--- config.mk ---
export PLATFORM = sky130hd
export DESIGN_NAME = next_pc_redirect_arbiter
export DESIGN_NICKNAME = d
export VERILOG_FILES = /design/src/rtl/next_pc_redirect_arbiter.sv
export SDC_FILE = /design/constraint.sdc
export NUM_CORES = 1
export LEC_CHECK = 0
export ABC_AREA = 1
export CORE_MARGIN = 2
export CORE_UTILIZATION = 47
export CTS_BUF_LIST = sky130_fd_sc_hd__clkbuf_4 sky130_fd_sc_hd__clkbuf_8
export DETAILED_ROUTE_END_ITERATION = 10
export GPL_ROUTABILITY_DRIVEN = 0
export PLACE_DENSITY = 0.89
export SLEW_MARGIN = 20
export SYNTH_ARGS = -nofsm -noshare
export SYNTH_HDL_FRONTEND = slang
export SYNTH_SLANG_ARGS = --single-unit
--- constraint.sdc ---
create_clock -name clk -period 2.7 [get_ports clk]
set_input_delay 0.27 -clock clk [delete_from_list [all_inputs] [get_ports clk]]
set_output_delay 0.27 -clock clk [all_outputs]
set_load 0.01 [all_outputs]
--- src/rtl/next_pc_redirect_arbiter.sv ---
// rtl/next_pc_redirect_arbiter.sv - fetch PC write-port sequencer and redirect arbiter
//
// Owns the single PC register write port. After rstStart it walks the
// predictor/BTB tables (initBusy/initIndex), writes the boot PC once, then
// every cycle picks the next PC: interrupt > lowest mispredicted branch lane >
// pending buffer > prediction > sequential increment.
//
// Ports:
//   clk, rst (async, active-low), rstStart (start table init)
//   stall                          fetch cannot take a new PC this cycle
//   pcOut                          current PC register value
//   brValid/brMispred/brTarget/brHistory  per-lane branch results
//   interruptAddrWE/interruptAddrIn       interrupt redirect
//   predValid/predNextPC           taken prediction
//   pcWE/pcIn                      PC register write port
//   recoverBrHistory/recoveredBrHistory   history recovery on branch writes
//   initBusy/initIndex             table init walk
//   fetchValid                     fetch may issue the current PC
module next_pc_redirect_arbiter #(
    parameter int              ISSUE_WIDTH  = 2,
    parameter int              PC_WIDTH     = 32,
    parameter int              HIST_WIDTH   = 10,
    parameter int              INIT_CYCLES  = 1024,
    parameter logic [31:0]     RESET_VECTOR = 32'h0000_1000,
    parameter int              FETCH_BYTES  = 8
) (
    input  logic                              clk,
    input  logic                              rst,
    input  logic                              rstStart,
    input  logic                              stall,
    input  logic [PC_WIDTH-1:0]               pcOut,
    input  logic [ISSUE_WIDTH-1:0]            brValid,
    input  logic [ISSUE_WIDTH-1:0]            brMispred,
    input  logic [ISSUE_WIDTH*PC_WIDTH-1:0]   brTarget,
    input  logic [ISSUE_WIDTH*HIST_WIDTH-1:0] brHistory,
    input  logic                              interruptAddrWE,
    input  logic [PC_WIDTH-1:0]               interruptAddrIn,
    input  logic                              predValid,
    input  logic [PC_WIDTH-1:0]               predNextPC,
    output logic                              pcWE,
    output logic [PC_WIDTH-1:0]               pcIn,
    output logic                              recoverBrHistory,
    output logic [HIST_WIDTH-1:0]             recoveredBrHistory,
    output logic                              initBusy,
    output logic [$clog2(INIT_CYCLES)-1:0]    initIndex,
    output logic                              fetchValid
);

    localparam int IDX_W = $clog2(INIT_CYCLES);

    localparam logic [1:0] S_IDLE = 2'd0;
    localparam logic [1:0] S_INIT = 2'd1;
    localparam logic [1:0] S_BOOT = 2'd2;
    localparam logic [1:0] S_RUN  = 2'd3;

    localparam logic KIND_BR  = 1'b0;
    localparam logic KIND_INT = 1'b1;

    logic [1:0]            state;
    logic [IDX_W-1:0]      counter;

    logic                  pend_valid;
    logic                  pend_kind;
    logic [PC_WIDTH-1:0]   pend_pc;
    logic [HIST_WIDTH-1:0] pend_hist;

    logic                  br_hit;
    logic [PC_WIDTH-1:0]   br_pc;
    logic [HIST_WIDTH-1:0] br_hist;

    logic                  sel_rec;
    logic [PC_WIDTH-1:0]   sel_pc;
    logic [HIST_WIDTH-1:0] sel_hist;

    // Lowest mispredicted lane wins: scan from the top so lower lanes overwrite.
    always_comb begin
        br_hit  = 1'b0;
        br_pc   = '0;
        br_hist = '0;
        for (int i = ISSUE_WIDTH - 1; i >= 0; i--) begin
            if (brValid[i] && brMispred[i]) begin
                br_hit  = 1'b1;
                br_pc   = brTarget[i*PC_WIDTH +: PC_WIDTH];
                br_hist = brHistory[i*HIST_WIDTH +: HIST_WIDTH];
            end
        end
    end

    always_comb begin
        sel_rec  = 1'b0;
        sel_hist = '0;
        if (interruptAddrWE) begin
            sel_pc = interruptAddrIn;
        end else if (br_hit) begin
            sel_pc   = br_pc;
            sel_rec  = 1'b1;
            sel_hist = br_hist;
        end else if (pend_valid) begin
            sel_pc   = pend_pc;
            sel_rec  = (pend_kind == KIND_BR);
            sel_hist = (pend_kind == KIND_BR) ? pend_hist : '0;
        end else if (predValid) begin
            sel_pc = predNextPC;
        end else begin
            sel_pc = pcOut + PC_WIDTH'(FETCH_BYTES);
        end
    end

    // Write port is combinational; rstStart suppresses any write in its cycle.
    always_comb begin
        pcWE               = 1'b0;
        pcIn               = '0;
        recoverBrHistory   = 1'b0;
        recoveredBrHistory = '0;
        if (!rstStart) begin
            if (state == S_BOOT) begin
                pcWE = 1'b1;
                pcIn = RESET_VECTOR[PC_WIDTH-1:0];
            end else if (state == S_RUN && !stall) begin
                pcWE               = 1'b1;
                pcIn               = sel_pc;
                recoverBrHistory   = sel_rec;
                recoveredBrHistory = sel_hist;
            end
        end
    end

    assign initBusy   = (state == S_INIT);
    assign initIndex  = (state == S_INIT) ? counter : '0;
    assign fetchValid = (state == S_RUN);

    always_ff @(posedge clk or negedge rst) begin
        if (!rst) begin
            state   <= S_IDLE;
            counter <= '0;
        end else if (rstStart) begin
            state   <= S_INIT;
            counter <= '0;
        end else begin
            case (state)
                S_INIT: begin
                    counter <= counter + 1'b1;
                    if (counter == IDX_W'(INIT_CYCLES - 1))
                        state <= S_BOOT;
                end
                S_BOOT:  state <= S_RUN;
                default: state <= state;
            endcase
        end
    end

    // Pending buffer: any stall=0 RUN cycle either consumes it or a fresh
    // redirect overrides it, so it always empties then.
    always_ff @(posedge clk or negedge rst) begin
        if (!rst) begin
            pend_valid <= 1'b0;
            pend_kind  <= KIND_BR;
            pend_pc    <= '0;
            pend_hist  <= '0;
        end else if (rstStart) begin
            pend_valid <= 1'b0;
        end else if (state == S_RUN) begin
            if (!stall) begin
                pend_valid <= 1'b0;
            end else if (interruptAddrWE) begin
                pend_valid <= 1'b1;
                pend_kind  <= KIND_INT;
                pend_pc    <= interruptAddrIn;
                pend_hist  <= '0;
            end else if (br_hit && !(pend_valid && pend_kind == KIND_INT)) begin
                pend_valid <= 1'b1;
                pend_kind  <= KIND_BR;
                pend_pc    <= br_pc;
                pend_hist  <= br_hist;
            end
        end
    end

endmodule

# --- Word level (Yosys, flattened, before mapping) ---
# Cells that the tools add are included.
word_totals:
  mem_bits_rw: 0
  output_inout_bits: 56
  word_cells: 76
  memories: 0
  romBits: 0
  in_bits: 190
  regBits: 56
  latch_bits: 0
op_classes:
  addsub: 2
  bitwise_logic: 2
  n_reduce_logical: 14
  n_lt_le_gt_ge: 0
  mul: 0
  n_eq_ne: 6
  n_mux: 46
  shift: 0
  n_div: 0
ops:
  columns: ["op", "n"]
  rows:
  - ["32-bit 2-to-1 mux", 11]
  - ["10-bit 2-to-1 mux", 14]
  - ["32-bit by 4-bit adder with 32-bit output (second input constant)", 1]
  - ["1-bit 2-to-1 mux", 18]
  - ["10-bit by 1-bit adder with 10-bit output (second input constant)", 1]
  - ["10-bit equality test (second input constant)", 1]
  - ["2-bit nonzero test", 3]
  - ["1-bit logical AND", 5]
  - ["2-bit equality test (second input constant)", 2]
  - ["2-bit 2-to-1 mux", 2]
  - ["4-bit by 2-bit != test with 1-bit output (second input constant)", 1]
  - ["2-bit case mux with 2 select lines", 1]
  - ["2-bit AND reduction", 2]
  - ["4-bit AND reduction", 1]
  - ["3-bit by 2-bit != test with 1-bit output (second input constant)", 1]
  - ["3-bit nonzero test", 1]
  - ["2-bit by 1-bit equality test with 1-bit output (second input constant)", 1]
  - ["1-bit logical NOT", 2]
  - ["1-bit inverter", 2]

# --- Longest topological paths before layout ---
logic_depth:
  depth_word: 9
  mapped_depth: 11
  depth_no_buf: 11

# --- Least setup slack after synthesis ---
# OpenSTA, ideal clock, no wires.
synth_timing:
  path_kind: "flip-flop to output port"
  start: "reg state[1]"
  end: "out recoveredBrHistory[0]"
  required_ns: 2.430
  setup_slack_ns: 1.039
  path_stages_with_launch: 9
  arrival_time_ns: 1.391
  path_buffers: 0
  cell_sequence: "dfrtp_1 -> nand2_1 -> nor2_1 -> inv_1 -> nor2_2 -> inv_1 -> nor3_2 -> inv_2 -> a21oi_1"
synth_between:
  elab_chain_cells: 5
  word_cells_on_any_way: 6
  classes_between: "eq/ne: 2; mux: 3; reduce/logical: 1"
synth_lines:
  columns: ["item", "line_no", "source"]
  rows:
  - ["from (decl)", "59", "logic [1:0] state;"]
  - ["from (signal assigned)", "147", "default: state <= state;"]
  - ["2-bit equality test", "119", "end else if (state == S_RUN && !stall) begin"]
  - ["1-bit logical AND", "119", null]
  - ["10-bit 2-to-1 mux", "119", null]
  - ["10-bit 2-to-1 mux (*)", "116", "if (state == S_BOOT) begin"]
  - ["10-bit 2-to-1 mux (*)", "115", "if (!rstStart) begin"]
  - ["to (decl)", "43", "output logic [HIST_WIDTH-1:0] recoveredBrHistory,"]
# Every way passes the cells marked *; elsewhere a longest branch is shown, timed or not.

# --- Worst setup path after layout ---
layout_timing:
  start: "reg state[1]"
  end: "out pcIn[9]"
layout_between:
  elab_chain_cells: 5
  word_cells_on_any_way: 6
  classes_between: "eq/ne: 2; mux: 3; reduce/logical: 1"
layout_lines:
  columns: ["item", "line_no", "source"]
  rows:
  - ["2-bit equality test", "119", null]
  - ["1-bit logical AND", "119", null]
  - ["32-bit 2-to-1 mux", "119", null]
  - ["32-bit 2-to-1 mux (*)", "116", null]
  - ["32-bit 2-to-1 mux (*)", "115", null]
  - ["to (decl)", "41", "output logic [PC_WIDTH-1:0] pcIn,"]
# Marked as above.

==> run_results.csv <==
group,metric,value,unit
route,antenna_left,0,
power_and_ir_drop,p_total,2200,uW
logic_synthesis,yosysWarningCount,0,
sta,rsz0062_at_grt,"yes",
layout,num-fill-cells,938,
worst_setup_path,crit_fanout,10,
route,wirelength,21.2,mm
global_route,grt_max_degree,57,
flow_run,drv_cap,0,
die,coreArea,11300,um2
worst_setup_path,required,2.43,ns
worst_setup_path,timing.rr.end,"pend_valid",
sta,worst_slew_margin_rel,49.9,%
clocking,clk_latency,0.33,ns
worst_setup_path,critical_path.most_common_cell,"buf_4",
sta,fin_crit_sh,95.9,%
route,drt_iter0_markers,615,
clocking,numClockSinks,56,
route,vias,7329,
logic_synthesis,synth-seq-cells,56,
clocking,cts_tree,"done",
worst_setup_path,worst_setup_path_end_kind,"output port",
layout,fin_nets,1389,
logic_synthesis,syn_nets,1127,
logic_synthesis,syn_inst,935,
logic_synthesis,synth_edf_count,0,
layout,drive_above_1_share,8.93,%
sta,fmax,386,MHz
global_route,antenna_found_initial,1,
global_route,grt_pass1_wl,33.2,mm
worst_setup_path,crit_cells,9,
logic_synthesis,netlist-cell-type-count,36,
sta,worst_slew_pin_slew,0.752,ns
power_and_ir_drop,powerDensity,256,nW/um2
sta,drv_slew,0,
power_and_ir_drop,peakVddDrop,215,uV
placed_design,place_area,8310,um2
logic_synthesis,yosysSeqAreaShare,26.0,%
worst_setup_path,slowest_delay,0.60,ns
die,die_x,111,um
worst_setup_path,critical-path-top-delay-family,"buffers and inverters",
layout,final_cells,1342,
power_and_ir_drop,seq_power_share,40.6,%
worst_setup_path,cp.arrival,2.32,ns
route,drt-wirelength-per-cell,15.8,um
clocking,clk_pin_slew_worst_paths,0.11,ns
global_route,grt_util_met1,40.7,%
clocking,ctsHoldBuffers,0,
clocking,htreeDepth,2,
worst_setup_path,cp-start-kind,"flop",
power_and_ir_drop,p_leak,0.00446,uW
sta,setup_viol,0,
route,drtPass1Iterations,8,
die,start_util,47.6,%
global_route,grt_pass1_vias,6743,
die,ioPinCount,246,
global_route,top_usage_layer,"met2",
clocking,numCtsBuffers,5,
layout,finalInstanceArea,8580,um2
global_route,grtUsageMet2,56.8,%
logic_synthesis,ys_async_sr_fraction,100,%
worst_setup_path,crit_type,"flop to output port",
sta,min_period,2.59,ns
logic_synthesis,syn-cell-area,5390,um2
global_route,globalRouteMet3Util,5.96,%
placed_design,port_buffers,245,
power_and_ir_drop,internal_power,1480,uW
die,num_rows,39,
global_route,grt_overflow,0,
worst_setup_path,r2r-start,"pend_valid",
worst_setup_path,crit_slowest_cell,"clkdlybuf4s50_1",
power_and_ir_drop,p_switching,712,uW
power_and_ir_drop,swShare,32.4,%
sta,hold-worst-slack,0.0684,ns
placed_design,dpl.hpwl,16.3,mm
route,route.detailed.drc,0,
worst_setup_path,worstSetupEndpoint,"pcIn[9]",
worst_setup_path,crit_chain,"nand2_1 > nor2_1 > inv_1 > nor2_4 > buf_4 > buf_4 > o21ai_0 > a21oi_1 > clkdlybuf4s50_1",
worst_setup_path,reg2reg_slack,0.70,ns
power_and_ir_drop,p_comb_share,36.1,%
worst_setup_path,critPathBufInv,4,
min_path,hp-class,"input pin to async pin",
clocking,root_buffer,"clkbuf_8",
power_and_ir_drop,clkPwrFrac,23.3,%
route,viasPerCell,5.46,
logic_synthesis,synth_area_per_cell,5.77,um2
placed_design,dp_cells,1329,
logic_synthesis,synth_ff_type,"dfrtp_1",
clocking,clock_path_buffers,2,
sta,final_hold_viol_count,0,
worst_setup_path,r2r_cells,6,
sta,finClkSkew,0.0136,ns
die,die_h,111,um
status,status,"completed",
worst_setup_path,cp-startpoint,"state[1]",
layout,area_growth,59.2,%
die,die-area,12300,um2
global_route,groute.usage.overall,32.9,%
[synth_stat cells (2+ instances only)]
library cell  instances  area share [%]
clkinv_1              3            0.21
o211ai_1             18             2.5
nor2_2                4            0.46
buf_1                 2            0.14
o221ai_1              5            0.81
nand3b_1              3            0.42
nand2_1             321              22
nor2_1              141             9.8
o21ai_1              11             1.0
ha_1                  2            0.46
o21ai_0              86             8.0
nand3_1              19             1.8
nor3_1                3            0.28
buf_2                23             2.1
inv_1                83             5.8
inv_2                 4            0.28
xnor2_1               7             1.1
dfrtp_1              56              26
a21oi_1              48             4.5
o21a_1                2            0.28
a31oi_1              23             2.7
clkbuf_1             28             1.9
nand4_1               3            0.35
a221oi_1             23             3.7
xor2_1                4            0.65
nor2_4                3            0.63
[kinds of logic (layout without fill, tap and decap cells)]
kind of cell | count (synthesis) | in the layout | synth area share (%)
compound gates | 220 | 220 | 24.1
xor+xnor | 11 | 11 | 1.79
fa+ha+maj | 2 | 2 | 0.464
buf+inv | 144 | 407 | 10.6
flops | 56 | 56 | 26.0
other cells | 0 | 1 | 0
simple gates | 502 | 502 | 37.0
[metrics by stage]
stage               util [%]  setup TNS (ns)  worst slack (ns)
floorplan                  -               0              1.04
global placement        73.4          -0.166           -0.0584
detailed placement      73.4          -0.527           -0.0858
CTS                     74.5               0            0.0122
global route            75.8         -0.0563           -0.0429
finish                  75.8               0             0.111
[power groups by stage]
| stage | clock, uW | combinational [uW] | sequential, uW |
|---|---|---|---|
| 6_report | 511 | 794 | 891 |
| 5_1_grt | 549 | 867 | 895 |
| 4_1_cts | 516 | 782 | 890 |
| 3_5_place_dp | 0 | 774 | 907 |
| 3_3_place_gp | 0 | 762 | 905 |
| 2_1_floorplan | 0 | 304 | 902 |
[worst min path at each step]
stage,start,to,slack (ns),cells after the start
2_1_floorplan,rst,counter[0],-0.03,0
3_3_place_gp,pend_pc[24],pend_pc[24],0.45,2
3_5_place_dp,pend_pc[24],pend_pc[24],0.46,2
4_1_cts,rst,pend_pc[28],0.11,2
5_1_grt,rst,pend_pc[28],0.13,2
6_report,rst,pend_hist[8],0.07,2
[flip-flops by register name, summed over array words and instances, names as in the netlist]
signal / count
pend_valid: 1
pend_hist: 10
pend_pc: 32
counter: 10
pend_kind: 1
state: 2
[area by class of cell]
cell class / instances / area, um2 / area share, %
flip-flops and latches: 56 / 1400 / 16.3
inverters: 90 / 340 / 3.97
diodes: 1 / 2.50 / 0.0292
clock inverters: 3 / 27.5 / 0.321
clock buffers: 5 / 68.8 / 0.802
well taps: 143 / 179 / 2.09
repair buffers: 309 / 3080 / 35.9
multi-input cells: 735 / 3480 / 40.5
[layout by cell type, fill, tap and decap left out, types with 8 or more instances in the layout]
cell type / n
o21ai_0: 79
a21oi_1: 45
buf_4: 56
nor2_1: 134
a221oi_1: 23
nand2_1: 317
o211ai_1: 18
a31oi_1: 23
nor2_2: 8
inv_1: 83
clkdlybuf4s50_1: 211
o21ai_1: 18
dfrtp_1: 55
dlymetal6s2s_1: 29
nand3_1: 19
[metal layers]
layer,part of all wire [%],up-vias
li1,-,3586
met1,39,3290
met4,4.2,0
met5,0,-
met2,48,389
met3,8.8,64
[what timing repair did]
| action | in CTS | in global routing |
|---|---|---|
| endpoints found under the setup margin | 16 | 35 |
| resized for setup | 14 | 44 |
| pin swaps | 0 | 1 |
| buffers inserted | 0 | 4 |
Note: power is estimated with default switching activity, not from simulation.
